<file path="src/rtl/reg_scoreboard_pkg.sv">
`default_nettype none
// ============================================================================
//  Module   : reg_scoreboard_pkg
//  Purpose  : Shared constants and types for the register hazard scoreboard.
//             REG_BITS  - width of a register specifier
//             NUM_REGS  - number of tracked architectural registers
//             MAX_PEND  - maximum in-flight writes per register
//             CNT_W     - width of a per-register pending counter
//  Revision : 1.0 - initial release
// ============================================================================
package reg_scoreboard_pkg;

  localparam int REG_BITS = 5;
  localparam int NUM_REGS = 1 << REG_BITS;
  localparam int MAX_PEND = 3;
  localparam int CNT_W    = $clog2(MAX_PEND + 1);

  typedef logic [REG_BITS-1:0] reg_id_t;
  typedef logic [CNT_W-1:0]    cnt_t;

endpackage : reg_scoreboard_pkg
`default_nettype wire

</file>
<file path="src/rtl/reg_scoreboard_if.sv">
`default_nettype none
// ============================================================================
//  Module   : reg_scoreboard_if
//  Purpose  : Issue / writeback / squash bundle between the pipeline and the
//             scoreboard.
//             master - pipeline side: drives issue, writeback and kill fields,
//                      receives stall, issue_accept, busy and err
//             slave  - scoreboard side: the mirror image
//  Revision : 1.0 - initial release
// ============================================================================
interface reg_scoreboard_if;
  import reg_scoreboard_pkg::*;

  // decode-stage issue request
  logic    issue_valid;
  reg_id_t issue_rs;
  logic    issue_rs_en;
  reg_id_t issue_rt;
  logic    issue_rt_en;
  reg_id_t issue_rd;
  logic    issue_wr_en;
  logic    stall;
  logic    issue_accept;
  // writeback retire and squash
  logic    wb_valid;
  reg_id_t wb_rd;
  logic    kill_valid;
  reg_id_t kill_rd;
  // status
  logic    busy;
  logic    err;

  modport master (
    output issue_valid, issue_rs, issue_rs_en, issue_rt, issue_rt_en,
           issue_rd, issue_wr_en, wb_valid, wb_rd, kill_valid, kill_rd,
    input  stall, issue_accept, busy, err
  );

  modport slave (
    input  issue_valid, issue_rs, issue_rs_en, issue_rt, issue_rt_en,
           issue_rd, issue_wr_en, wb_valid, wb_rd, kill_valid, kill_rd,
    output stall, issue_accept, busy, err
  );

endinterface : reg_scoreboard_if
`default_nettype wire

</file>
<file path="src/rtl/reg_scoreboard_cnt.sv">
`default_nettype none
// ============================================================================
//  Module   : reg_scoreboard_cnt
//  Purpose  : Pending-write counter for one architectural register.
//             clk, rst     - clock, asynchronous active-high reset
//             inc_i        - one write to this register issued this cycle
//             dec_i        - writes retired/squashed this cycle (0..2)
//             cnt_o        - current pending count
//             pend_d_o     - next-state count is nonzero
//             underflow_o  - this cycle's update would go below zero
//  Revision : 1.0 - initial release
// ============================================================================
module reg_scoreboard_cnt
  import reg_scoreboard_pkg::*;
(
  input  logic       clk,
  input  logic       rst,
  input  logic       inc_i,
  input  logic [1:0] dec_i,
  output cnt_t       cnt_o,
  output logic       pend_d_o,
  output logic       underflow_o
);

  cnt_t             cnt_q;
  cnt_t             cnt_d;
  // One extra bit so cnt + inc never wraps before the decrement is applied.
  logic [CNT_W:0]   up;
  logic [CNT_W:0]   dec_ext;

  assign up          = {1'b0, cnt_q} + {{CNT_W{1'b0}}, inc_i};
  assign dec_ext     = {{(CNT_W-1){1'b0}}, dec_i};
  assign underflow_o = (up < dec_ext);
  // Clamp at zero on underflow. Overflow past MAX_PEND is prevented upstream
  // by the full-destination stall, so the truncation never loses a count.
  assign cnt_d       = underflow_o ? '0 : CNT_W'(up - dec_ext);
  assign pend_d_o    = (cnt_d != '0);
  assign cnt_o       = cnt_q;

  always_ff @(posedge clk or posedge rst) begin
    if (rst) cnt_q <= '0;
    else     cnt_q <= cnt_d;
  end

endmodule : reg_scoreboard_cnt
`default_nettype wire

</file>
<file path="src/rtl/reg_scoreboard.sv">
`default_nettype none
// ============================================================================
//  Module   : reg_scoreboard
//  Purpose  : Destination-side register hazard tracker. Keeps a pending-write
//             count per register from issue to writeback/squash and stalls
//             decode when a source is pending or the destination is full.
//             clk, rst  - clock, asynchronous active-high reset
//             sb        - issue/writeback/kill bundle (slave side)
//  Revision : 1.0 - initial release
// ============================================================================
module reg_scoreboard
  import reg_scoreboard_pkg::*;
#(
  parameter bit ZERO_HARDWIRED = 1'b0
) (
  input  logic             clk,
  input  logic             rst,
  reg_scoreboard_if.slave  sb
);

  cnt_t                cnt [NUM_REGS];
  logic [NUM_REGS-1:0] inc;
  logic [NUM_REGS-1:0] pend_d;
  logic [NUM_REGS-1:0] underflow;

  logic stall;
  logic accept;
  logic rs_hit;
  logic rt_hit;
  logic rd_full;
  logic busy_q;
  logic err_q;

  // Lookups see only the registered counts: a same-cycle writeback does not
  // release the stall until the following cycle.
  assign rs_hit  = sb.issue_rs_en && (cnt[sb.issue_rs] != '0);
  assign rt_hit  = sb.issue_rt_en && (cnt[sb.issue_rt] != '0);
  assign rd_full = sb.issue_wr_en && (cnt[sb.issue_rd] == cnt_t'(MAX_PEND));
  assign stall   = sb.issue_valid && (rs_hit || rt_hit || rd_full);
  assign accept  = sb.issue_valid && !stall;

  assign sb.stall        = stall;
  assign sb.issue_accept = accept;

  for (genvar r = 0; r < NUM_REGS; r++) begin : g_reg
    // With a hardwired zero register, r0 sees no events at all, so it can
    // never become pending nor flag an underflow.
    localparam bit IS_ZERO = ZERO_HARDWIRED && (r == 0);
    logic [1:0] dec;

    assign inc[r] = !IS_ZERO && accept && sb.issue_wr_en
                    && (sb.issue_rd == reg_id_t'(r));
    assign dec    = IS_ZERO ? 2'd0
                  : ({1'b0, sb.wb_valid   && (sb.wb_rd   == reg_id_t'(r))}
                   + {1'b0, sb.kill_valid && (sb.kill_rd == reg_id_t'(r))});

    reg_scoreboard_cnt u_cnt (
      .clk         (clk),
      .rst         (rst),
      .inc_i       (inc[r]),
      .dec_i       (dec),
      .cnt_o       (cnt[r]),
      .pend_d_o    (pend_d[r]),
      .underflow_o (underflow[r])
    );
  end

  // busy follows the next-state counts so it matches the counters after the
  // edge; err is sticky until reset.
  always_ff @(posedge clk or posedge rst) begin
    if (rst) begin
      busy_q <= 1'b0;
      err_q  <= 1'b0;
    end else begin
      busy_q <= |pend_d;
      err_q  <= err_q || (|underflow);
    end
  end

  assign sb.busy = busy_q;
  assign sb.err  = err_q;

endmodule : reg_scoreboard
`default_nettype wire

</file>
<file path="src/flat_wrapper.sv">
// flat-port wrapper written by rule: the top's interface ports become plain ports
module reg_scoreboard_flat import reg_scoreboard_pkg::*;
#(
  parameter bit ZERO_HARDWIRED = 1'b0
)
  (clk, rst, sb_issue_valid, sb_issue_rs, sb_issue_rs_en, sb_issue_rt, sb_issue_rt_en, sb_issue_rd, sb_issue_wr_en, sb_wb_valid, sb_wb_rd, sb_kill_valid, sb_kill_rd, sb_stall, sb_issue_accept, sb_busy, sb_err);
  reg_scoreboard_if sb_i ();
  input  logic clk;
  input  logic rst;
  input wire logic [$bits(sb_i.issue_valid)-1:0] sb_issue_valid;
  input wire logic [$bits(sb_i.issue_rs)-1:0] sb_issue_rs;
  input wire logic [$bits(sb_i.issue_rs_en)-1:0] sb_issue_rs_en;
  input wire logic [$bits(sb_i.issue_rt)-1:0] sb_issue_rt;
  input wire logic [$bits(sb_i.issue_rt_en)-1:0] sb_issue_rt_en;
  input wire logic [$bits(sb_i.issue_rd)-1:0] sb_issue_rd;
  input wire logic [$bits(sb_i.issue_wr_en)-1:0] sb_issue_wr_en;
  input wire logic [$bits(sb_i.wb_valid)-1:0] sb_wb_valid;
  input wire logic [$bits(sb_i.wb_rd)-1:0] sb_wb_rd;
  input wire logic [$bits(sb_i.kill_valid)-1:0] sb_kill_valid;
  input wire logic [$bits(sb_i.kill_rd)-1:0] sb_kill_rd;
  output wire logic [$bits(sb_i.stall)-1:0] sb_stall;
  output wire logic [$bits(sb_i.issue_accept)-1:0] sb_issue_accept;
  output wire logic [$bits(sb_i.busy)-1:0] sb_busy;
  output wire logic [$bits(sb_i.err)-1:0] sb_err;
  assign sb_i.issue_valid = sb_issue_valid;
  assign sb_i.issue_rs = sb_issue_rs;
  assign sb_i.issue_rs_en = sb_issue_rs_en;
  assign sb_i.issue_rt = sb_issue_rt;
  assign sb_i.issue_rt_en = sb_issue_rt_en;
  assign sb_i.issue_rd = sb_issue_rd;
  assign sb_i.issue_wr_en = sb_issue_wr_en;
  assign sb_i.wb_valid = sb_wb_valid;
  assign sb_i.wb_rd = sb_wb_rd;
  assign sb_i.kill_valid = sb_kill_valid;
  assign sb_i.kill_rd = sb_kill_rd;
  assign sb_stall = sb_i.stall;
  assign sb_issue_accept = sb_i.issue_accept;
  assign sb_busy = sb_i.busy;
  assign sb_err = sb_i.err;
  reg_scoreboard #(.ZERO_HARDWIRED(ZERO_HARDWIRED)) u_core (.clk(clk), .rst(rst), .sb(sb_i));
endmodule
</file>
<file path="config.mk">
export PLATFORM = sky130hd
export DESIGN_NAME = reg_scoreboard_flat
export DESIGN_NICKNAME = d
export VERILOG_FILES = /design/src/rtl/reg_scoreboard_pkg.sv /design/src/rtl/reg_scoreboard_if.sv /design/src/rtl/reg_scoreboard_cnt.sv /design/src/rtl/reg_scoreboard.sv /design/src/flat_wrapper.sv
export SDC_FILE = /design/constraint.sdc
export NUM_CORES = 1
export LEC_CHECK = 0
export BUFFER_PORTS_ARGS = -buffer_cell sky130_fd_sc_hd__buf_2
export CORE_ASPECT_RATIO = 1.2
export CORE_UTILIZATION = 40
export DETAILED_ROUTE_END_ITERATION = 7
export GPL_ROUTABILITY_DRIVEN = 0
export GPL_TIMING_DRIVEN = 1
export PLACE_DENSITY = 0.58
export SYNTH_ARGS = -nofsm -noshare
export SYNTH_HDL_FRONTEND = slang
export SYNTH_SLANG_ARGS = --single-unit
export TNS_END_PERCENT = 1
</file>
<file path="constraint.sdc">
create_clock -name clk -period 4.5 [get_ports clk]
set_clock_uncertainty 0.15 [all_clocks]
set_input_delay 0.225 -clock clk [delete_from_list [all_inputs] [get_ports clk]]
set_output_delay 0.225 -clock clk [all_outputs]
set_load 0.005 [all_outputs]
</file>
== Yosys cells after proc, flatten, opt, wreduce, memory -nomap -nowiden ==
Index checks and enable logic that the tools add are counted.

* Add/sub/neg operators: 96
* Magnitude comparators: 35
* Eq/ne operators: 94
* Muxes and demuxes: 41
* Bitwise operators: 3
* Reductions and logical operators: 145

{| class="wikitable"
|+ Operators by type and width
! operator !! count
|-
| $eq 5x5->1 const B || 48
|-
| $eq 5x4->1 const B || 24
|-
| $logic_and 1x1->1 || 102
|-
| $add 2x1->3 || 32
|-
| $lt 3x2->1 || 32
|-
| $mux 2 || 38
|-
| $reduce_bool 2->1 || 34
|-
| $add 1x1->2 || 32
|-
| $reduce_or 32->1 || 2
|-
| $sub 2x2->2 || 32
|-
| $eq 5x3->1 const B || 12
|-
| $bmux 2 s5 || 3
|-
| $eq 5x2->1 const B || 6
|-
| $ge 6x6->1 const B || 3
|-
| $not 5->6 || 3
|-
| $eq 5x1->1 const B || 3
|-
| $logic_not 5->1 || 3
|-
| $logic_or 1x1->1 || 3
|-
| $eq 2x2->1 const B || 1
|-
| $logic_not 1->1 || 1
|}

* Register bits after elaboration: 66
* Bits of input ports: 33
* Output and inout port bits: 4
* Logic and storage cells: 448

== Logic depth before layout (Yosys ltp) ==
Gate-level depths: netlist (run 1).

* Word-level depth: 18
* Depth in mapped cells: 18
* Gate-level depth less buffers: 15

== By module ==
Synthesis (run 1) repeated with hierarchy kept, for this count alone.

* Cells, all modules: 982
* Area, all modules: 8683.3 µm²

{| class="wikitable"
|+ By module, submodules not included
! module !! times used !! cells an instance !! area an instance (µm²) !! seq. area each (µm²)
|-
| reg_scoreboard_cnt (u_core.g_reg[0].u_cnt ...) || 31 || 18 || 187.7 || 50.0
|-
| reg_scoreboard || 1 || 405 || 2687.6 || 50.0
|-
| reg_scoreboard_cnt (u_core.g_reg[3].u_cnt) || 1 || 19 || 177.7 || 50.0
|}

== Worst setup path before layout (run 1) ==
No wires, ideal clock.

* Path kind: register to register
* From: reg u_core.g_reg[9].u_cnt.cnt_q[0]
* To: reg u_core.busy_q (netlist: u_core.sb.busy)
* Setup time: 0.140 ns
* Data arrival time: 3.855 ns
* Data required time: 4.210 ns
* Slack: 0.355 ns
* Cell stages (with the launch flop): 16
* Buffers on the path: 1
* Clock period less this slack: 4.145 ns
* Cells stage by stage: dfrtp_1 > nor4b_1 > a2111oi_0 > a22o_1 > o311ai_4 > nand4_4 > buf_6 > nor4_1 > ha_1 > fa_1 > xnor2_1 > and2_1 > or4_1 > or4_1 > nor2_1 > nand4_1

* Longest elaborated chain between the ends: 17
* Elaborated cells between the ends (all ways): 214
* Those cells by class: 64 x add/sub; 32 x order compare; 1 x eq/ne; 41 x mux; 76 x reduce/logical

{| class="wikitable"
|+ RTL lines
! what !! line !! source
|-
| start: declaration || reg_scoreboard_cnt.sv:25 || <nowiki>cnt_t cnt_q;</nowiki>
|-
| start signal: assignment || reg_scoreboard_cnt.sv:42 || <nowiki>else cnt_q <= cnt_d;</nowiki>
|-
| $bmux 2 s5, on equally long branches || reg_scoreboard.sv:36, reg_scoreboard.sv:37 ||
|-
| $mux 2, on equally long branches (2 in series) || reg_scoreboard.sv:36, reg_scoreboard.sv:37 ||
|-
| $reduce_bool 2->1, on equally long branches || reg_scoreboard.sv:36, reg_scoreboard.sv:37 ||
|-
| $logic_and 1x1->1, on equally long branches || reg_scoreboard.sv:36, reg_scoreboard.sv:37 ||
|-
| $logic_or 1x1->1 || reg_scoreboard.sv:39 || <nowiki>assign stall = sb.issue_valid && (rs_hit || rt_hit || rd_full);</nowiki>
|-
| $logic_or 1x1->1 * || reg_scoreboard.sv:39 ||
|-
| $logic_and 1x1->1 * || reg_scoreboard.sv:39 ||
|-
| $logic_not 1->1 * || reg_scoreboard.sv:40 || <nowiki>assign accept = sb.issue_valid && !stall;</nowiki>
|-
| $logic_and 1x1->1 * || reg_scoreboard.sv:40 ||
|-
| $logic_and 1x1->1 * || reg_scoreboard.sv:51 || <nowiki>assign inc[r] = !IS_ZERO && accept && sb.issue_wr_en</nowiki>
|-
| $logic_and 1x1->1 * || reg_scoreboard.sv:52 || <nowiki>&& (sb.issue_rd == reg_id_t'(r));</nowiki>
|-
| $add 2x1->3 * || reg_scoreboard_cnt.sv:31 || <nowiki>assign up = {1'b0, cnt_q} + {{CNT_W{1'b0}}, inc_i};</nowiki>
|-
| $lt 3x2->1 / $sub 2x2->2 (equally long branches) || reg_scoreboard_cnt.sv:33, reg_scoreboard_cnt.sv:36 ||
|-
| $mux 2 * || reg_scoreboard_cnt.sv:36 || <nowiki>assign cnt_d = underflow_o ? '0 : CNT_W'(up - dec_ext);</nowiki>
|-
| net u_core.g_reg[31].u_cnt.cnt_d[1] || reg_scoreboard_cnt.sv:26 || <nowiki>cnt_t cnt_d;</nowiki>
|-
| $reduce_bool 2->1 * || reg_scoreboard_cnt.sv:37 || <nowiki>assign pend_d_o = (cnt_d != '0);</nowiki>
|-
| $reduce_or 32->1 * || reg_scoreboard.sv:75 || <nowiki>busy_q <= |pend_d;</nowiki>
|-
| end signal: assignment || reg_scoreboard.sv:75 ||
|-
| end: declaration || reg_scoreboard.sv:31 || <nowiki>logic busy_q;</nowiki>
|}

Mark *: on every way through the listed nets, which the timed path passes. The rest lies on a longest branch. The select of a mux whose other input is x is not followed.

== Final worst setup path (run 1) ==
* From: reg u_core.g_reg[9].u_cnt.cnt_q[0]
* To: reg u_core.busy_q (netlist: u_core.sb.busy)

* Longest elaborated chain between the ends: 17
* Elaborated cells between the ends (all ways): 214
* Those cells by class: 64 x add/sub; 32 x order compare; 1 x eq/ne; 41 x mux; 76 x reduce/logical

{| class="wikitable"
|+ RTL lines
! what !! line
|-
| $bmux 2 s5, on equally long branches || reg_scoreboard.sv:36, reg_scoreboard.sv:37
|-
| $mux 2, on equally long branches (2 in series) || reg_scoreboard.sv:36, reg_scoreboard.sv:37
|-
| $reduce_bool 2->1, on equally long branches || reg_scoreboard.sv:36, reg_scoreboard.sv:37
|-
| $logic_and 1x1->1, on equally long branches || reg_scoreboard.sv:36, reg_scoreboard.sv:37
|-
| $logic_or 1x1->1 (2 in series) || reg_scoreboard.sv:39
|-
| $logic_and 1x1->1 || reg_scoreboard.sv:39
|-
| $logic_not 1->1 || reg_scoreboard.sv:40
|-
| $logic_and 1x1->1 || reg_scoreboard.sv:40
|-
| $logic_and 1x1->1 || reg_scoreboard.sv:51
|-
| $logic_and 1x1->1 || reg_scoreboard.sv:52
|-
| $add 2x1->3 || reg_scoreboard_cnt.sv:31
|-
| $lt 3x2->1 / $sub 2x2->2 (equally long branches) || reg_scoreboard_cnt.sv:33, reg_scoreboard_cnt.sv:36
|-
| $mux 2 || reg_scoreboard_cnt.sv:36
|-
| $reduce_bool 2->1 || reg_scoreboard_cnt.sv:37
|-
| $reduce_or 32->1 * || reg_scoreboard.sv:75
|}

Mark *: on every way between the ends. The rest lies on a longest branch, timed or not. The select of a mux whose other input is x is not followed.

==> results of run 1 <==
==> power breakdown <==
part	total (mW)	switching [mW]	internal (mW)	leakage, nW
clock network	0.674	0.285	0.389	0.127
logic	1.16	0.637	0.521	3.46
registers	0.897	0.162	0.734	0.851
==> cell families (layout without fill, tap and decap cells) <==
group,after synthesis,count (layout),share of synthesized area [%]
mux,23,23,6.577
xor+xnor,32,32,3.749
fa+ha+maj,160,160,29.99
buf+inv,97,241,5.523
flops,66,66,22.09
compound gates,51,51,4.552
simple gates,394,394,27.51
==> sequential cells by signal (all words and copies together) (netlist names) <==
| register | count |
|---|---|
| u_core.g.u_cnt.cnt_o | 64 |
| u_core.sb.busy | 1 |
| u_core.sb.err | 1 |
==> routing by layer <==
layer	vias to the layer above	routed length, um
met5	-	0
met4	0	919
met3	56	1495
met2	219	11370
met1	3221	10600
li1	3156	-
==> worst max-delay path by stage <==
stage / from / endpoint
after CTS: u_core.g_reg[9].u_cnt.cnt_o[0] / u_core.sb.busy
final: u_core.g_reg[9].u_cnt.cnt_o[0] / u_core.sb.busy
after global routing: u_core.g_reg[0].u_cnt.cnt_o[0] / u_core.sb.busy
after global placement: sb_issue_rd[1] / u_core.sb.busy
after detailed placement: sb_issue_rd[1] / u_core.sb.busy
after floorplan: u_core.g_reg[9].u_cnt.cnt_o[0] / u_core.sb.busy
==> placed cells by master (no fill, tap or decap), types with 6 or more instances in the layout <==
cell,netlist,layout
nor2_1,162,161
ha_1,128,122
buf_4,0,117
inv_1,68,67
dfrtp_1,66,62
buf_2,9,36
and2_1,32,32
nor4_1,46,31
xnor2_1,32,31
fa_1,32,31
nand2_1,27,27
nor3_1,21,21
nor3b_1,22,21
nand3_1,18,17
a21oi_1,16,16
mux4_2,13,13
nand4_1,12,12
nand3b_1,11,11
nand2b_1,11,11
nor4_2,0,10
o21ai_0,9,9
clkbuf_16,0,9
nor2b_1,7,7
mux4_1,6,6
ha_2,0,6
==> final cells by class <==
| cell class | instances | area share [%] |
|---|---|---|
| clock inverters | 2 | 0.1355 |
| multi-input cells | 660 | 61.14 |
| well taps | 224 | 3.036 |
| flip-flops and latches | 66 | 17.95 |
| inverters | 68 | 2.765 |
| repair buffers | 157 | 12.23 |
| clock buffers | 14 | 2.751 |
==> repair_timing <==
action	CTS	global route
pin swaps	3	7
setup buffers	1	1
cloned	0	0
setup endpoints to repair	1	2
hold buffers	1	0
gates resized for setup	15	31
hold endpoints to repair	32	0
==> critical path, delay by kind of cell, from the launching register on <==
family | cells | cell delay [ps]
and+or+nand+nor | 7 | 1640
AOI/OAI and AO/OA | 4 | 860
adders and majority gates | 2 | 670
buffers and inverters | 3 | 500
DFF | 1 | 390
xor gates and xnor gates | 1 | 170
==> flow_summary.html, run 1 <==
<table>
<tr><th>Metric</th><th>Value</th></tr>
<tr><th colspan="2">Setup path</th></tr>
<tr><td>Max stage delay on crit path</td><td>about 480 ps</td></tr>
<tr><td>Series of cell instances along the critical path</td><td>nor4b_2, a2111oi_1, a22o_1, o311ai_4, nand4_4, buf_12, nor4_4, buf_4, ha_2, fa_2, xnor2_2, a22oi_2, nand4_1, or4_4, nor4_4, buf_4, nand4_1</td></tr>
<tr><td>Startpoint type of the worst setup path</td><td>flip-flop</td></tr>
<tr><td>Setup Crit Path Kind</td><td>flip-flop to flip-flop</td></tr>
<tr><td>Worst-path cell with the longest stage delay</td><td>fa_2</td></tr>
<tr><td>Depth of the worst register-to-register path</td><td>17</td></tr>
<tr><td>R2R Path Start</td><td>u_core.g_reg[9].u_cnt.cnt_o[0]</td></tr>
<tr><td>Nature of the critical path endpoint</td><td>flip-flop</td></tr>
<tr><td>Data required time at the worst endpoint</td><td>4570 ps</td></tr>
<tr><td>Worst endpoint data arrival time</td><td>about 4600 ps</td></tr>
<tr><td>R2R Path End</td><td>u_core.sb.busy</td></tr>
<tr><td>Largest fanout on the critical path</td><td>21</td></tr>
<tr><td>Setup slack of the worst register-to-register path</td><td>-20 ps</td></tr>
<tr><th colspan="2">Placement</th></tr>
<tr><td>Port buffer count</td><td>36</td></tr>
<tr><td>DP Area</td><td>0.008702 sq mm</td></tr>
<tr><td>Worst-case setup slack after placement</td><td>-454.7 ps</td></tr>
<tr><td>DP Cell Count</td><td>1172</td></tr>
<tr><td>HPWL after detailed placement</td><td>19880 um</td></tr>
<tr><th colspan="2">STA</th></tr>
<tr><td>Fin. max-slew vios</td><td>0</td></tr>
<tr><td>Fin Hold WS</td><td>~430 ps</td></tr>
<tr><td>Total count of hold-check failures in the final report</td><td>0</td></tr>
<tr><td>Final critical delay including setup and external delays</td><td>between 4000 and 5000 ps</td></tr>
<tr><td>Final number of setup-violating endpoints</td><td>1</td></tr>
<tr><td>Unrepaired setup endpoints after global routing</td><td>true</td></tr>
<tr><td>Setup slack after layout</td><td>-17.61 ps</td></tr>
<tr><td>Actual transition at the worst max-transition pin</td><td>812.8 ps</td></tr>
<tr><td>Final worst-path cycle share</td><td>100.4%</td></tr>
<tr><td>Total negative slack</td><td>-17.61 ps</td></tr>
<tr><td>Remaining max-slew budget at the tightest pin</td><td>between 40 and 50%</td></tr>
<tr><td>Timing-limited maximum frequency</td><td>0.2214 GHz</td></tr>
<tr><th colspan="2">Synthesis</th></tr>
<tr><td>Post-synthesis sequential area ratio</td><td>22.09%</td></tr>
<tr><td>Post-synthesis instance total</td><td>823</td></tr>
<tr><td>Count of different cell masters after synthesis</td><td>48</td></tr>
<tr><td>Synthesized flop and latch total</td><td>66</td></tr>
<tr><td>Area leader, netlist</td><td>dfrtp_1</td></tr>
<tr><td>Synth Flop Type</td><td>dfrtp_1</td></tr>
<tr><td>Cell area after technology mapping</td><td>0.007476 sq mm</td></tr>
<tr><td>Avg Cell Area, Syn</td><td>9.084 sq um</td></tr>
<tr><td>Number of warning messages in the yosys log</td><td>0</td></tr>
<tr><td>Synth top area cells</td><td>dfrtp_1, ha_1, fa_1, nor2_1, mux4_2</td></tr>
<tr><td>Async set or reset register ratio after synthesis</td><td>100.0%</td></tr>
<tr><td>Count of flip-flops with a built-in enable after synthesis</td><td>0</td></tr>
<tr><td>Count leader, synth</td><td>nor2_1</td></tr>
<tr><td>Most frequent cells after synthesis</td><td>nor2_1, ha_1, inv_1</td></tr>
<tr><td>Synth top area share</td><td>22.09%</td></tr>
<tr><td>Mapped Nets</td><td>1016</td></tr>
<tr><th colspan="2">Clock tree</th></tr>
<tr><td>Clk sinks</td><td>66</td></tr>
<tr><td>Level count of the clock H-tree</td><td>3</td></tr>
<tr><td>CTS tree</td><td>yes</td></tr>
<tr><td>Worst-Skew Late Latency</td><td>around 350 ps</td></tr>
<tr><td>CTS clock-pin slew for the worst setup and hold paths</td><td>60 ps</td></tr>
<tr><td>Clock buffers created by TritonCTS</td><td>9</td></tr>
<tr><td>Root buf cell</td><td>clkbuf_16</td></tr>
<tr><td>Number of buffers between clock root and the deepest sink</td><td>2</td></tr>
<tr><th colspan="2">Cells and area</th></tr>
<tr><td>Sequential cell area</td><td>0.001657 sq mm</td></tr>
<tr><td>Number of fill cells in the layout</td><td>1769</td></tr>
<tr><td>Final antenna diode count</td><td>0</td></tr>
<tr><td>Post-layout utilization of the core</td><td>50.60%</td></tr>
<tr><td>Number of standard cells in the final layout excluding fillers</td><td>about 1200</td></tr>
<tr><td>Synthesis-to-finish area growth</td><td>23.48%</td></tr>
<tr><td>Final #Nets</td><td>1155</td></tr>
<tr><td>Final std cell area, no fill</td><td>between 0.009 and 0.01 sq mm</td></tr>
<tr><td>Share of post-route cells with drive strength above 1</td><td>23.68%</td></tr>
<tr><td>Multi-input gate area in the final layout</td><td>0.005644 sq mm</td></tr>
<tr><th colspan="2">Global route</th></tr>
<tr><td>Global route hottest layer</td><td>met2</td></tr>
<tr><td>M1 GR Usage</td><td>35.48%</td></tr>
<tr><td>Vias in the first global route</td><td>around 6600</td></tr>
<tr><td>GRT Overall Usage</td><td>a little over a quarter</td></tr>
<tr><td>Pin count of the biggest net entering global routing</td><td>35</td></tr>
<tr><td>First-pass GRT wire length</td><td>about 38000 um</td></tr>
<tr><td>Fraction of met2 tracks used by global routing</td><td>42.86%</td></tr>
<tr><td>Antenna violations before repair</td><td>0</td></tr>
<tr><td>Met3 Resource Use GR</td><td>5.232%</td></tr>
<tr><td>Global route overflow</td><td>0</td></tr>
<tr><th colspan="2">Route</th></tr>
<tr><td>DR iter-0 viols</td><td>between 400 and 500</td></tr>
<tr><td>WL/cell</td><td>20.48 um</td></tr>
<tr><td>DRC viols</td><td>0</td></tr>
<tr><td>Number of search-and-repair iterations in the first detailed-routing pass</td><td>8</td></tr>
<tr><td>Vias per Instance</td><td>5.585</td></tr>
<tr><td>Drt total wl</td><td>24390 um</td></tr>
<tr><td>Final ANT Viol Nets</td><td>0</td></tr>
<tr><td>Via count</td><td>6652</td></tr>
<tr><th colspan="2">Die</th></tr>
<tr><td>Die Outline Area</td><td>0.01924 sq mm</td></tr>
<tr><td>Core area</td><td>0.01824 sq mm</td></tr>
<tr><td>Die Height</td><td>~150 um</td></tr>
<tr><td>Number of primary I/O pins</td><td>37</td></tr>
<tr><td>Die X-Extent</td><td>126.8 um</td></tr>
<tr><td>Number of rows in the core area</td><td>54</td></tr>
<tr><td>Starting density of the core</td><td>40.98%</td></tr>
<tr><th colspan="2">Power and ir drop</th></tr>
<tr><td>Overall power</td><td>2.729 mW</td></tr>
<tr><td>Cell leakage power</td><td>about 4.4 nW</td></tr>
<tr><td>Ratio of total power to cell area</td><td>295.6 mW/mm^2</td></tr>
<tr><td>Peak ir drop on the vdd network</td><td>0.1866 mV</td></tr>
<tr><th colspan="2">Run status</th></tr>
<tr><td>Failing checks</td><td>setup timing</td></tr>
<tr><td>Outcome</td><td>complete, but fails checks</td></tr>
<tr><th colspan="2">Run</th></tr>
<tr><td># Max-Cap Violations</td><td>0</td></tr>
<tr><th colspan="2">Hold path</th></tr>
<tr><td>Min-delay worst type</td><td>primary input to asynchronous set/reset pin</td></tr>
</table>
Note: power is estimated with default switching activity, not from simulation.
==> inputs of run 2 (changes only) <==
Settings changed: RECOVER_POWER set to 25.
==> flow_summary.html, run 2 (synthesis results as in run 1) <==
<table>
<tr><th>Metric</th><th>Value</th></tr>
<tr><th colspan="2">Run status</th></tr>
<tr><td>Outcome</td><td>complete, but fails checks</td></tr>
<tr><td>Failing checks</td><td>capacitance limit, setup timing</td></tr>
<tr><th colspan="2">STA</th></tr>
<tr><td>Remaining max-slew budget at the tightest pin</td><td>1.511% (-44 points)</td></tr>
<tr><td>Total count of hold-check failures in the final report</td><td>0 (unchanged)</td></tr>
<tr><td>Total negative slack</td><td>-17.92 ps (-0.3069 ps)</td></tr>
<tr><td>Final worst-path cycle share</td><td>100.4% (about the same)</td></tr>
<tr><td>Setup slack after layout</td><td>-17.92 ps (-0.3069 ps)</td></tr>
<tr><td>Timing-limited maximum frequency</td><td>0.2213 GHz (about the same)</td></tr>
<tr><td>Final number of setup-violating endpoints</td><td>1 (unchanged)</td></tr>
<tr><td>Final critical delay including setup and external delays</td><td>4518 ps (+0.3069 ps)</td></tr>
<tr><td>Unrepaired setup endpoints after global routing</td><td>true</td></tr>
<tr><td>Fin. max-slew vios</td><td>0 (unchanged)</td></tr>
<tr><td>Actual transition at the worst max-transition pin</td><td>1476 ps (+662.9 ps)</td></tr>
<tr><th colspan="2">Placement</th></tr>
<tr><td>HPWL after detailed placement</td><td>19880 um (unchanged)</td></tr>
<tr><td>Port buffer count</td><td>36 (unchanged)</td></tr>
<tr><td>DP Area</td><td>0.008702 sq mm (unchanged)</td></tr>
<tr><td>DP Cell Count</td><td>1172 (unchanged)</td></tr>
<tr><td>Worst-case setup slack after placement</td><td>-454.7 ps (unchanged)</td></tr>
<tr><th colspan="2">Cells and area</th></tr>
<tr><td>Final #Nets</td><td>1155 (unchanged)</td></tr>
<tr><td>Sequential cell area</td><td>0.001657 sq mm (unchanged)</td></tr>
<tr><td>Final std cell area, no fill</td><td>0.009231 sq mm (unchanged)</td></tr>
<tr><td>Share of post-route cells with drive strength above 1</td><td>23.58% (-0.10 points)</td></tr>
<tr><td>Synthesis-to-finish area growth</td><td>23.48% (unchanged)</td></tr>
<tr><td>Number of fill cells in the layout</td><td>1769 (unchanged)</td></tr>
<tr><td>Final antenna diode count</td><td>0 (unchanged)</td></tr>
<tr><td>Number of standard cells in the final layout excluding fillers</td><td>1191 (unchanged)</td></tr>
<tr><td>Leading cell type in the layout, fill and taps excluded</td><td>nor2_1</td></tr>
<tr><td>Max reg flops</td><td>64 (unchanged)</td></tr>
<tr><td>Multi-input gate area in the final layout</td><td>0.005644 sq mm (unchanged)</td></tr>
<tr><td>Most used cells in the layout excluding fill and tap cells</td><td>nor2_1, ha_1, buf_4</td></tr>
<tr><th colspan="2">Power and ir drop</th></tr>
<tr><td>Ratio of total power to cell area</td><td>295.6 mW/mm^2 (about the same)</td></tr>
<tr><td>Peak ir drop on the vdd network</td><td>0.1866 mV (about the same)</td></tr>
<tr><td>Cell leakage power</td><td>4.442 nW (about the same)</td></tr>
<tr><th colspan="2">Setup path</th></tr>
<tr><td>R2R Path Start</td><td>u_core.g_reg[9].u_cnt.cnt_o[0]</td></tr>
<tr><td>Data required time at the worst endpoint</td><td>4570 ps (about the same)</td></tr>
<tr><td>Largest fanout on the critical path</td><td>21 (unchanged)</td></tr>
<tr><td>Startpoint type of the worst setup path</td><td>flip-flop</td></tr>
<tr><td>Depth of the worst register-to-register path</td><td>17 (unchanged)</td></tr>
<tr><td>Nature of the critical path endpoint</td><td>flip-flop</td></tr>
<tr><td>Worst endpoint data arrival time</td><td>4590 ps (about the same)</td></tr>
<tr><td>R2R Path End</td><td>u_core.sb.busy</td></tr>
<tr><td>Worst setup path end</td><td>u_core.sb.busy</td></tr>
<tr><td>Origin of the worst setup path</td><td>u_core.g_reg[9].u_cnt.cnt_o[0]</td></tr>
<tr><td>Setup slack of the worst register-to-register path</td><td>-20 ps (about the same)</td></tr>
<tr><td>Setup Crit Path Kind</td><td>flip-flop to flip-flop</td></tr>
<tr><th colspan="2">Clock tree</th></tr>
<tr><td>Clk sinks</td><td>66 (unchanged)</td></tr>
<tr><td>Number of buffers between clock root and the deepest sink</td><td>2 (unchanged)</td></tr>
<tr><td>Level count of the clock H-tree</td><td>3 (unchanged)</td></tr>
<tr><td>Worst-Skew Late Latency</td><td>350 ps (about the same)</td></tr>
<tr><td>CTS clock-pin slew for the worst setup and hold paths</td><td>60 ps (about the same)</td></tr>
<tr><td>Root buf cell</td><td>clkbuf_16</td></tr>
<tr><td>CTS tree</td><td>yes</td></tr>
<tr><td>Clock buffers created by TritonCTS</td><td>9 (unchanged)</td></tr>
<tr><th colspan="2">Global route</th></tr>
<tr><td>Pin count of the biggest net entering global routing</td><td>35 (unchanged)</td></tr>
<tr><td>Global route overflow</td><td>0 (unchanged)</td></tr>
<tr><td>GRT Overall Usage</td><td>26.88% (unchanged)</td></tr>
<tr><td>First-pass GRT wire length</td><td>37940 um (unchanged)</td></tr>
<tr><td>Antenna violations before repair</td><td>0 (unchanged)</td></tr>
<tr><td>Vias in the first global route</td><td>6631 (unchanged)</td></tr>
<tr><th colspan="2">Route</th></tr>
<tr><td>Drt total wl</td><td>24390 um (unchanged)</td></tr>
<tr><td>Vias per Instance</td><td>5.581 (about the same)</td></tr>
<tr><td>WL/cell</td><td>20.48 um (unchanged)</td></tr>
<tr><td>Final ANT Viol Nets</td><td>0 (unchanged)</td></tr>
<tr><td>DR iter-0 viols</td><td>471 (unchanged)</td></tr>
<tr><td>DRC viols</td><td>0 (unchanged)</td></tr>
<tr><td>Via count</td><td>6647 (-0.075%)</td></tr>
<tr><td>Number of search-and-repair iterations in the first detailed-routing pass</td><td>8 (unchanged)</td></tr>
<tr><th colspan="2">Die</th></tr>
<tr><td>Starting density of the core</td><td>40.98% (unchanged)</td></tr>
<tr><td>Die X-Extent</td><td>126.8 um (unchanged)</td></tr>
<tr><td>Number of primary I/O pins</td><td>37 (unchanged)</td></tr>
<tr><td>Die Height</td><td>151.8 um (unchanged)</td></tr>
<tr><td>Core area</td><td>0.01824 sq mm (unchanged)</td></tr>
<tr><td>Number of rows in the core area</td><td>54 (unchanged)</td></tr>
<tr><td>Die Outline Area</td><td>0.01924 sq mm (unchanged)</td></tr>
<tr><th colspan="2">Hold path</th></tr>
<tr><td>Min-delay worst type</td><td>primary input to flip-flop</td></tr>
<tr><th colspan="2">Run</th></tr>
<tr><td># Max-Cap Violations</td><td>1 (+1)</td></tr>
</table>
run 2: cell count changes in the layout (fill, tap and decap cells not counted):
cell / previous run / this run
inv_1: 67 / 68
inv_2: 1 / 0
run 2: metrics by stage:
stage	util [%]	hold WS, ps	total power [mW]
2_1_floorplan	-	388.8	1.512
3_3_place_gp	47.70	272.1	1.980
3_5_place_dp	47.70	274.2	1.989
4_1_cts	49.76	455.9	2.681
5_1_grt	50.60	505.8	2.912
6_report	50.60	470.6	2.729
run 2: worst min path at each step:
stage | start | to | slack, ps | depth (start not counted)
after floorplan | u_core.sb.busy | sb_busy | 390 | 0
after detailed placement | rst | u_core.g_reg[13].u_cnt.cnt_o[0] | 270 | 2
after global placement | rst | u_core.g_reg[13].u_cnt.cnt_o[0] | 270 | 2
after CTS | rst | u_core.g_reg[13].u_cnt.cnt_o[0] | 460 | 3
final | sb_kill_rd[1] | u_core.g_reg[28].u_cnt.cnt_o[0] | 470 | 5
after global routing | sb_kill_rd[1] | u_core.g_reg[28].u_cnt.cnt_o[0] | 510 | 5
run 2: final cells by class:
type,instances,share of cell area (%)
timing repair buffer,157,12.23
clock inverter,2,0.1355
inverter,68,2.765
tap,224,3.036
sequential,66,17.95
multi-input combinational,660,61.14
clock buffer,14,2.751
run 2: power breakdown:
group	switching [mW]	total, mW	internal (mW)
Sequential	0.162	0.896	0.734
Combinational	0.637	1.16	0.521
Clock	0.285	0.674	0.389
Total	1.08	2.73	1.64
run 2: per-layer routing:
metal  up-vias  GRT usage [%]  routed length (um)
li1       3157              -                   -
met1      3223          35.48               10600
met2       213          42.86               11380
met3        54          5.232                1502
met4         0          11.90                 908
met5         -              0                   0
run 2: critical path, cell delays in order, from the launching register on:
cell       delay, ps
dfrtp_1          390
nor4b_2          260
a2111oi_1         90
a22o_1           250
o311ai_4         300
nand4_4          140
buf_12           180
nor4_4           280
buf_4            160
ha_2             190
fa_2             480
xnor2_2          170
a22oi_2          220
nand4_1          140
or4_4            460
nor4_4           300
buf_4            160
nand4_1           60
run 2: what timing repair did:
action | in CTS | in global routing
gates resized for setup | 15 | 31
buffers inserted | 1 | 1
endpoints found under the hold margin | 32 | 0
setup endpoints to repair | 1 | 2
pin swaps | 3 | 7
hold buffers | 1 | 0
==> inputs of run 3 (changes only) <==
Clock period 4.5 ns to 5.05 ns, I/O delays scaled along.
==> flow_summary.html, run 3 (synthesis results as in run 1) <==
<table>
<tr><th>Metric</th><th>Value</th></tr>
<tr><th colspan="2">Setup path</th></tr>
<tr><td>Worst endpoint data arrival time</td><td>4980 ps (+390 ps)</td></tr>
<tr><td>Largest fanout on the critical path</td><td>14 (-33%)</td></tr>
<tr><td>R2R Path Start</td><td>u_core.g_reg[9].u_cnt.cnt_o[0]</td></tr>
<tr><td>Setup slack of the worst register-to-register path</td><td>140 ps (+150 ps)</td></tr>
<tr><td>Nature of the critical path endpoint</td><td>flip-flop</td></tr>
<tr><td>Setup Crit Path Kind</td><td>flip-flop to flip-flop</td></tr>
<tr><td>Data required time at the worst endpoint</td><td>5110 ps (+540 ps)</td></tr>
<tr><td>Depth of the worst register-to-register path</td><td>16 (-1)</td></tr>
<tr><td>Startpoint type of the worst setup path</td><td>flip-flop</td></tr>
<tr><td>R2R Path End</td><td>u_core.sb.busy</td></tr>
<tr><th colspan="2">Clock tree</th></tr>
<tr><td>Clock buffers created by TritonCTS</td><td>9 (unchanged)</td></tr>
<tr><td>Level count of the clock H-tree</td><td>3 (unchanged)</td></tr>
<tr><td>CTS clock-pin slew for the worst setup and hold paths</td><td>60 ps (about the same)</td></tr>
<tr><td>Root buf cell</td><td>clkbuf_16</td></tr>
<tr><td>CTS tree</td><td>yes</td></tr>
<tr><td>Worst-Skew Late Latency</td><td>350 ps (about the same)</td></tr>
<tr><td>Clk sinks</td><td>66 (unchanged)</td></tr>
<tr><td>Number of buffers between clock root and the deepest sink</td><td>2 (unchanged)</td></tr>
<tr><th colspan="2">Cells and area</th></tr>
<tr><td>Leading cell type in the layout, fill and taps excluded</td><td>nor2_1</td></tr>
<tr><td>Most used cells in the layout excluding fill and tap cells</td><td>nor2_1, ha_1, inv_1</td></tr>
<tr><td>Synthesis-to-finish area growth</td><td>11.03%</td></tr>
<tr><td>Final antenna diode count</td><td>0 (unchanged)</td></tr>
<tr><td>Max reg flops</td><td>64 (unchanged)</td></tr>
<tr><td>Final #Nets</td><td>1059 (-8.3%)</td></tr>
<tr><td>Share of post-route cells with drive strength above 1</td><td>11.14% (-12 points)</td></tr>
<tr><td>Final std cell area, no fill</td><td>0.008300 sq mm (-10%)</td></tr>
<tr><td>Post-layout utilization of the core</td><td>45.50% (-5.1 points)</td></tr>
<tr><th colspan="2">Run status</th></tr>
<tr><td>Outcome</td><td>complete, but fails checks</td></tr>
<tr><td>Failing checks</td><td>capacitance limit, slew limit</td></tr>
<tr><th colspan="2">Die</th></tr>
<tr><td>Number of rows in the core area</td><td>54 (unchanged)</td></tr>
<tr><td>Number of primary I/O pins</td><td>37 (unchanged)</td></tr>
<tr><td>Starting density of the core</td><td>40.98% (unchanged)</td></tr>
<tr><td>Die Height</td><td>151.8 um (unchanged)</td></tr>
<tr><td>Core area</td><td>0.01824 sq mm (unchanged)</td></tr>
<tr><td>Die X-Extent</td><td>126.8 um (unchanged)</td></tr>
<tr><td>Die Outline Area</td><td>0.01924 sq mm (unchanged)</td></tr>
<tr><th colspan="2">Route</th></tr>
<tr><td>Met3 routed WL</td><td>1152 um (-23%)</td></tr>
<tr><td>Via count</td><td>6347 (-4.5%)</td></tr>
<tr><td>WL/cell</td><td>21.63 um (+5.6%)</td></tr>
<tr><td>Detail Route met2 WL</td><td>11380 um (about the same)</td></tr>
<tr><td>Metal-1 WL</td><td>10350 um (-2.3%)</td></tr>
<tr><td>Number of search-and-repair iterations in the first detailed-routing pass</td><td>5 (-3)</td></tr>
<tr><td>Vias per Instance</td><td>5.796 (+3.9%)</td></tr>
<tr><td>DR iter-0 viols</td><td>564 (+20%)</td></tr>
<tr><td>Final ANT Viol Nets</td><td>0 (unchanged)</td></tr>
<tr><td>Drt total wl</td><td>23680 um (-2.9%)</td></tr>
<tr><td>DRC viols</td><td>0 (unchanged)</td></tr>
<tr><td>Uppermost metal layer occupied by signal nets</td><td>met4</td></tr>
<tr><th colspan="2">STA</th></tr>
<tr><td>Final critical delay including setup and external delays</td><td>4914 ps (+396.4 ps)</td></tr>
<tr><td>Final worst-path cycle share</td><td>97.31% (-3.1 points)</td></tr>
<tr><td>Final number of setup-violating endpoints</td><td>0 (-1)</td></tr>
<tr><td>Actual transition at the worst max-transition pin</td><td>3213 ps (+1737 ps)</td></tr>
<tr><td>Unrepaired setup endpoints after global routing</td><td>false</td></tr>
<tr><td>Total count of hold-check failures in the final report</td><td>0 (unchanged)</td></tr>
<tr><td>Fin. max-slew vios</td><td>53 (+53)</td></tr>
<tr><td>Total negative slack</td><td>0 ps (+17.92 ps)</td></tr>
<tr><td>Remaining max-slew budget at the tightest pin</td><td>-114.2% (-120 points)</td></tr>
<tr><td>Timing-limited maximum frequency</td><td>0.2035 GHz (-8.1%)</td></tr>
<tr><th colspan="2">Global route</th></tr>
<tr><td>Antenna violations before repair</td><td>0 (unchanged)</td></tr>
<tr><td>Pin count of the biggest net entering global routing</td><td>53 (+51%)</td></tr>
<tr><td>First-pass GRT wire length</td><td>35770 um (-5.7%)</td></tr>
<tr><td>Global route overflow</td><td>0 (unchanged)</td></tr>
<tr><td>GRT Overall Usage</td><td>25.61% (-1.3 points)</td></tr>
<tr><td>Vias in the first global route</td><td>6193 (-6.6%)</td></tr>
<tr><th colspan="2">Placement</th></tr>
<tr><td>HPWL after detailed placement</td><td>19390 um (-2.5%)</td></tr>
<tr><td>DP Area</td><td>0.007944 sq mm (-8.7%)</td></tr>
<tr><td>Port buffer count</td><td>36 (unchanged)</td></tr>
<tr><th colspan="2">Run</th></tr>
<tr><td># Max-Cap Violations</td><td>1 (unchanged)</td></tr>
<tr><th colspan="2">Hold path</th></tr>
<tr><td>Min-delay worst type</td><td>primary input to asynchronous set/reset pin</td></tr>
<tr><th colspan="2">Power and ir drop</th></tr>
<tr><td>Peak ir drop on the vdd network</td><td>0.1574 mV (-16%)</td></tr>
<tr><td>Cell leakage power</td><td>3.945 nW (-11%)</td></tr>
<tr><td>Ratio of total power to cell area</td><td>279.6 mW/mm^2 (-5.4%)</td></tr>
<tr><td>Overall power</td><td>2.321 mW (-15%)</td></tr>
</table>
[run 3: cell count changes in the layout (fill, tap and decap cells not counted), moves of 2 or more]
| cell | before | now |
|---|---|---|
| dfrtp_2 | 4 | 0 |
| buf_4 | 117 | 21 |
| nor4_4 | 5 | 0 |
| clkbuf_8 | 1 | 3 |
| ha_2 | 6 | 0 |
| dfrtp_1 | 62 | 66 |
| nor4_2 | 10 | 4 |
| nor4_1 | 31 | 42 |
| nor4b_2 | 5 | 0 |
| ha_1 | 122 | 128 |
| buf_12 | 3 | 1 |
| a22oi_2 | 3 | 0 |
| nor4b_1 | 4 | 9 |
| a22oi_1 | 1 | 4 |
[run 3: what timing repair did]
item / 4_1_cts / 5_1_grt
setup endpoints to repair: 0 / 1
hold buffers: 1 / 0
endpoints found under the hold margin: 14 / 0
buffers inserted: 0 / 1
gates resized for setup: 0 / 5
[run 3: how the worst max path moves through the flow]
stage	startpoint	to
2_1_floorplan	sb_issue_rd[1]	u_core.sb.busy
3_3_place_gp	sb_issue_rd[1]	u_core.sb.busy
3_5_place_dp	sb_issue_rd[1]	u_core.sb.busy
4_1_cts	u_core.g_reg[9].u_cnt.cnt_o[0]	u_core.sb.busy
5_1_grt	u_core.g_reg[9].u_cnt.cnt_o[0]	u_core.sb.busy
6_report	u_core.g_reg[9].u_cnt.cnt_o[0]	u_core.sb.busy
[run 3: area by class of cell]
cell class	instances	area [sq um]
clock buffer	14	274.0
clock inverter	2	10.01
fill	1829	9942
inverter	68	255.2
multi-input combinational	661	5458
sequential	66	1652
tap	224	280.3
timing repair buffer	60	371.6
[run 3: through the flow]
step / setup WS, ps / hold slack (ps) / std cells
5_1_grt: 1.215 / 469.3 / 1095
6_report: 135.7 / 375.2 / 1095
3_5_place_dp: -95.93 / 98.94 / 1076
4_1_cts: 7.766 / 279.7 / 1093
3_3_place_gp: -55.43 / 92.18 / 1076
2_1_floorplan: 889.5 / 410.5 / 823
[run 3: critical path, stage by stage, from the launching register on]
cell and delay [ps]:
dfrtp_1 420, nor4b_1 310, a2111oi_0 130, a22o_1 260
o311ai_4 400, nand4_4 140, buf_12 190, buf_4 130
nor4b_1 450, ha_1 310, fa_1 470, xnor2_1 150
and2_1 160, or4_1 460, or4_1 440, nor2_1 110
nand4_1 100
[run 3: metal layers]
layer  global-route usage [%]  vias to the layer above
li1                         -                     2977
met1                    33.09                     3107
met2                    43.98                      217
met3                    3.055                       46
met4                    9.702                        0
met5                        0                        -
[run 3: where the power goes]
group / switching [mW] / total [mW] / internal, mW / leakage, nW
Clock: 0.258 / 0.630 / 0.372 / 0.143
Combinational: 0.504 / 0.875 / 0.371 / 2.94
Sequential: 0.162 / 0.816 / 0.653 / 0.858
